### config.mk
export PLATFORM = sky130hd
export DESIGN_NAME = hazard_ctrl
export DESIGN_NICKNAME = d
export VERILOG_FILES = /design/src/rtl/hazard_ctrl.sv
export SDC_FILE = /design/constraint.sdc
export NUM_CORES = 1
export LEC_CHECK = 0
export CAP_MARGIN = 20
export CORE_MARGIN = 4
export CORE_UTILIZATION = 40
export CTS_CLUSTER_DIAMETER = 120
export DETAILED_ROUTE_END_ITERATION = 7
export PLACE_DENSITY = 0.69
export RECOVER_POWER = 25
export SLEW_MARGIN = 40
export SYNTH_ARGS = -nofsm -noshare
export SYNTH_HDL_FRONTEND = slang
export SYNTH_SLANG_ARGS = --single-unit
### constraint.sdc
create_clock -name clk_i -period 2.43 [get_ports clk_i]
set_input_delay 0.486 -clock clk_i [delete_from_list [all_inputs] [get_ports clk_i]]
set_output_delay 0.486 -clock clk_i [all_outputs]
set_load 0.02 [all_outputs]
### src/rtl/hazard_ctrl.sv
// hazard_ctrl: pipeline hazard controller covering load-use stalls, branch flushes,
// memory-wait freezes with a 255-cycle timeout, and stall/flush event counters.
`timescale 1ns/1ps
`default_nettype none

module hazard_ctrl (
  input  logic        clk_i,
  input  logic        rst_i,
  input  logic [4:0]  ID_RS1addr_i,
  input  logic [4:0]  ID_RS2addr_i,
  input  logic        ID_UsesRS2_i,
  input  logic        EX_MemRead_i,
  input  logic [4:0]  EX_RDaddr_i,
  input  logic        BranchTaken_i,
  input  logic        MemReq_i,
  input  logic        MemAck_i,
  output logic        PCWrite_o,
  output logic        IFID_Stall_o,
  output logic        IFID_Flush_o,
  output logic        IDEX_NoOp_o,
  output logic        Freeze_o,
  output logic        Err_o,
  output logic [1:0]  State_o,
  output logic [15:0] StallCnt_o,
  output logic [15:0] FlushCnt_o
);

  typedef enum logic [1:0] {
    RUN      = 2'b00,
    MEM_WAIT = 2'b01,
    ERROR    = 2'b11
  } state_e;

  localparam logic [7:0] WAIT_LAST = 8'd254;

  state_e      state_q, state_d;
  logic [7:0]  wait_q, wait_d;
  logic        pend_q, pend_d;
  logic        err_q, err_d;
  logic [15:0] stall_q, stall_d;
  logic [15:0] flush_q, flush_d;
  logic        load_use;
  logic        mem_entry;

  always_comb begin
    load_use  = EX_MemRead_i && (EX_RDaddr_i != 5'd0) &&
                ((EX_RDaddr_i == ID_RS1addr_i) ||
                 (ID_UsesRS2_i && (EX_RDaddr_i == ID_RS2addr_i)));
    mem_entry = (state_q == RUN) && MemReq_i && !MemAck_i;

    PCWrite_o    = 1'b1;
    IFID_Stall_o = 1'b0;
    IFID_Flush_o = 1'b0;
    IDEX_NoOp_o  = 1'b0;
    Freeze_o     = 1'b0;

    state_d = state_q;
    wait_d  = wait_q;
    pend_d  = pend_q;
    err_d   = err_q;

    case (state_q)
      ERROR: begin
        PCWrite_o    = 1'b0;
        IFID_Stall_o = 1'b1;
        Freeze_o     = 1'b1;
      end
      MEM_WAIT: begin
        PCWrite_o    = 1'b0;
        IFID_Stall_o = 1'b1;
        Freeze_o     = 1'b1;
        pend_d       = pend_q | BranchTaken_i;
        if (MemAck_i) begin
          state_d = RUN;
        end else begin
          wait_d = wait_q + 8'd1;
          if (wait_q == WAIT_LAST) begin
            state_d = ERROR;
            err_d   = 1'b1;
          end
        end
      end
      default: begin
        if (mem_entry) begin
          PCWrite_o    = 1'b0;
          IFID_Stall_o = 1'b1;
          Freeze_o     = 1'b1;
          state_d      = MEM_WAIT;
          wait_d       = 8'd0;
          pend_d       = pend_q | BranchTaken_i;
        end else if (load_use) begin
          // Branch is not taken here; it re-resolves once the bubble clears.
          PCWrite_o    = 1'b0;
          IFID_Stall_o = 1'b1;
          IDEX_NoOp_o  = 1'b1;
        end else if (BranchTaken_i || pend_q) begin
          IFID_Flush_o = 1'b1;
          pend_d       = 1'b0;
        end
      end
    endcase

    // Mealy outputs must not react to inputs while reset is held.
    if (!rst_i) begin
      PCWrite_o    = 1'b1;
      IFID_Stall_o = 1'b0;
      IFID_Flush_o = 1'b0;
      IDEX_NoOp_o  = 1'b0;
      Freeze_o     = 1'b0;
    end

    stall_d = (!PCWrite_o && (stall_q != 16'hFFFF)) ? stall_q + 16'd1 : stall_q;
    flush_d = (IFID_Flush_o && (flush_q != 16'hFFFF)) ? flush_q + 16'd1 : flush_q;
  end

  always_ff @(posedge clk_i or negedge rst_i) begin
    if (!rst_i) begin
      state_q <= RUN;
      wait_q  <= 8'd0;
      pend_q  <= 1'b0;
      err_q   <= 1'b0;
      stall_q <= 16'd0;
      flush_q <= 16'd0;
    end else begin
      state_q <= state_d;
      wait_q  <= wait_d;
      pend_q  <= pend_d;
      err_q   <= err_d;
      stall_q <= stall_d;
      flush_q <= flush_d;
    end
  end

  assign Err_o      = err_q;
  assign State_o    = state_q;
  assign StallCnt_o = stall_q;
  assign FlushCnt_o = flush_q;

endmodule

`default_nettype wire

==> flow_metrics.env <==
export IMPL_dp_hpwl_mm=3.82
export IMPL_required_ps=1940
export IMPL_met2_usage_pct=24.0
export IMPL_mostFrequentLayoutCell="dfrtp_1"
export IMPL_ys_ff_latch=44
export IMPL_crit_arrival_ps=1880
export IMPL_hold_viol=0
export IMPL_drive_gt1_share_pct=16.3
export IMPL_die_y_um=82.8
export IMPL_die_w_um=82.8
export IMPL_worst_slew_pin_slew_ps=1550
export IMPL_drt_iter0_markers=56
export IMPL_violations="capacitance limit, slew limit"
export IMPL_outcome="finished, violations left"
export IMPL_vias=1837
export IMPL_synth_area_per_cell_um2=10.5
export IMPL_grt_pass1_wl_mm=8.16
export IMPL_start_util_pct=42.4
export IMPL_regArea_um2=1100
export IMPL_end_kind="primary output"
export IMPL_overflow=0
export IMPL_io_pins=62
export IMPL_synthCells=213
export IMPL_synthToLayoutAreaGrowth_pct=40.2
export IMPL_busiest_layer="met2"
export IMPL_p_per_area_nw_per_um2=539
export IMPL_dieArea_um2=6850
export IMPL_met3_usage_pct=4.88
export IMPL_insertion_delay_ps=290
export IMPL_clk_pin_slew_ps=80
export IMPL_clock_sinks=44
export IMPL_grt_setup_unrepaired="false"
export IMPL_cts_max_level=2
export IMPL_yosys_area_top_type="dfrtp_1"
export IMPL_n_antenna_cell=0
export IMPL_setup_viol=0
export IMPL_yosys_area_top_type_share_pct=49.2
export IMPL_min_period_ps=2370
export IMPL_grt_usage_pct=15.6
export IMPL_grt_max_degree=30
export IMPL_viasPerCell=4.96
export IMPL_grt_pass1_vias=1773
export IMPL_wl_mm=4.90
export IMPL_ir_worst_vdd_uv=417
export IMPL_critPathLaunchType="input pin"
export IMPL_rows=26
export IMPL_synthDistinctLibCells=29
export IMPL_multiInputGateArea_um2=1110
export IMPL_cts_buffers_inserted=5
export IMPL_yosys_top_cells_area="dfrtp_1 (49%), xnor2_1 (9.0%), xor2_1 (7.8%), nand4_1 (4.2%), nand2_1 (3.5%)"
export IMPL_crit_path_max_fanout=4
export IMPL_antenna_found_initial=0
export IMPL_final_antenna_net_count=0
export IMPL_clk_root_buffer_cell="clkbuf_8"
export IMPL_portBuffers=61
export IMPL_hp_class="in2async"
export IMPL_clock_skew_ps=6.13
export IMPL_fmax_mhz=422
export IMPL_maxSlewViolCount=30
export IMPL_num_nets_final=326
export IMPL_core_area_um2=5270
export IMPL_postLayoutCellArea_um2=3130
export IMPL_p_leak_nw=1.47
export IMPL_post_route_period_util_pct=97.5
export IMPL_synth_seq_area_share_pct=49.2
export IMPL_remaining_drc_errors=0
export IMPL_dpl_instance_area_um2=3060
export IMPL_tritoncts="built"
export IMPL_drt_pass1_iter_count=4
export IMPL_synth_fp_nets=239
export IMPL_final_core_util_pct=59.5
export IMPL_path_class="in2out"
export IMPL_slew_headroom_pct=-3.12
export IMPL_wl_per_cell_um=13.2
export IMPL_globalplace_congestion=0.754
export IMPL_drv_cap=1
export IMPL_syn_area_um2=2240
export IMPL_final_cell_mix="dfrtp_1 (44), clkdlybuf4s50_1 (42), xnor2_1 (23), nor2_1 (20), nand2_1 (20)"
export IMPL_fillers=499
export IMPL_gr_usage_met1_pct=21.3
export IMPL_synth_warnings=0
export IMPL_clk_path_buf_depth=2
## Yosys cell counts
master,instances
nand4_1,15
nor3_1,1
nor3_2,2
a21oi_4,1
dfrtp_1,44
o221ai_4,1
buf_6,2
o22ai_1,1
or4_4,1
nand3_2,2
nor2b_1,2
and2_1,4
and4_1,3
or3_1,2
xor2_1,20
and3_1,12
nand2_1,21
nand2b_1,1
o21ai_0,3
ha_1,4
nor2_1,21
a21oi_1,4
inv_1,4
mux2_2,2
xnor2_1,23
mux2_4,1
nor4_1,1
nand3_1,13
a31oi_1,2
## per-layer routing
metal / vias to the layer above / share of wire [%]
met2: 62 / 45
met1: 860 / 45
met4: 0 / 1.1
met3: 7 / 9.0
met5: - / 0
li1: 908 / -
## report_power, final
group / internal [mW] / leakage (nW) / switching (mW)
combinational: 0.206 / 0.831 / 0.193
clock: 0.196 / 0.0410 / 0.231
sequential: 0.793 / 0.595 / 0.0709
total: 1.19 / 1.47 / 0.494
## flip-flops by register name, summed over array words and instances (netlist names)
name / cells
Err_o: 1
StallCnt_o: 16
FlushCnt_o: 16
wait_q: 8
pend_q: 1
State_o: 2
## timing repair
item / CTS / global route
resized for setup: 36 / 18
endpoints found under the setup margin: 12 / 5
pin swaps: 7 / 10
setup buffers: 0 / 1
endpoints found under the hold margin: 0 / 0
hold buffers: 0 / 0
## critical path: stages
cell and delay, ps:
dlygate4sd2_1 240, xor2_1 130, nor4_1 250, and3_1 240
o221ai_4 120, buf_6 150, and2_4 140, buf_6 120
## final timing paths
kind | endpoint | start | slack (ps) | depth (start not counted)
max | IFID_Flush_o | ID_RS2addr_i[3] | 60 | 8
min | StallCnt_o[11] | rst_i | 300 | 2
max reg2reg | FlushCnt_o[1] | FlushCnt_o[0] | 490 | 6
min reg2reg | Err_o | Err_o | 470 | 1
max in group asynchronous | wait_q[5] | rst_i | 720 | 2
min in group clk_i | Err_o | Err_o | 470 | 1
## final cells by class
cell class              count  share of cell area, %
multi-input cells         163                   35.6
flip-flops and latches     44                   35.1
repair buffers             82                   23.6
well taps                  70                   2.79
clock buffers               6                   2.32
inverters                   4                  0.479
clock inverters             1                  0.160
## cells by family (layout without fill, tap and decap cells)
logic type / count (synthesis) / in the layout / synth area share [%]
simple gates: 101 / 101 / 24.0
compound gates: 12 / 12 / 4.31
xor+xnor: 43 / 43 / 16.8
mux: 3 / 3 / 1.68
fa+ha+maj: 4 / 4 / 2.24
buf+inv: 6 / 93 / 1.68
flops: 44 / 44 / 49.2
## stage by stage
step | worst slack, ps | TNS (ps) | power (mW) | cells | hold slack (ps)
after CTS | -45.5 | -90.8 | 1.72 | 369 | 157
final | 61.3 | 0 | 1.69 | 370 | 301
after floorplan | 105 | 0 | 1.06 | 213 | 190
after detailed placement | -757 | -10270 | 1.29 | 362 | 454
after global placement | -727 | -8990 | 1.28 | 362 | 452
after global routing | 2.11 | 0 | 1.80 | 370 | 367
(Power assumes the default switching activity.)
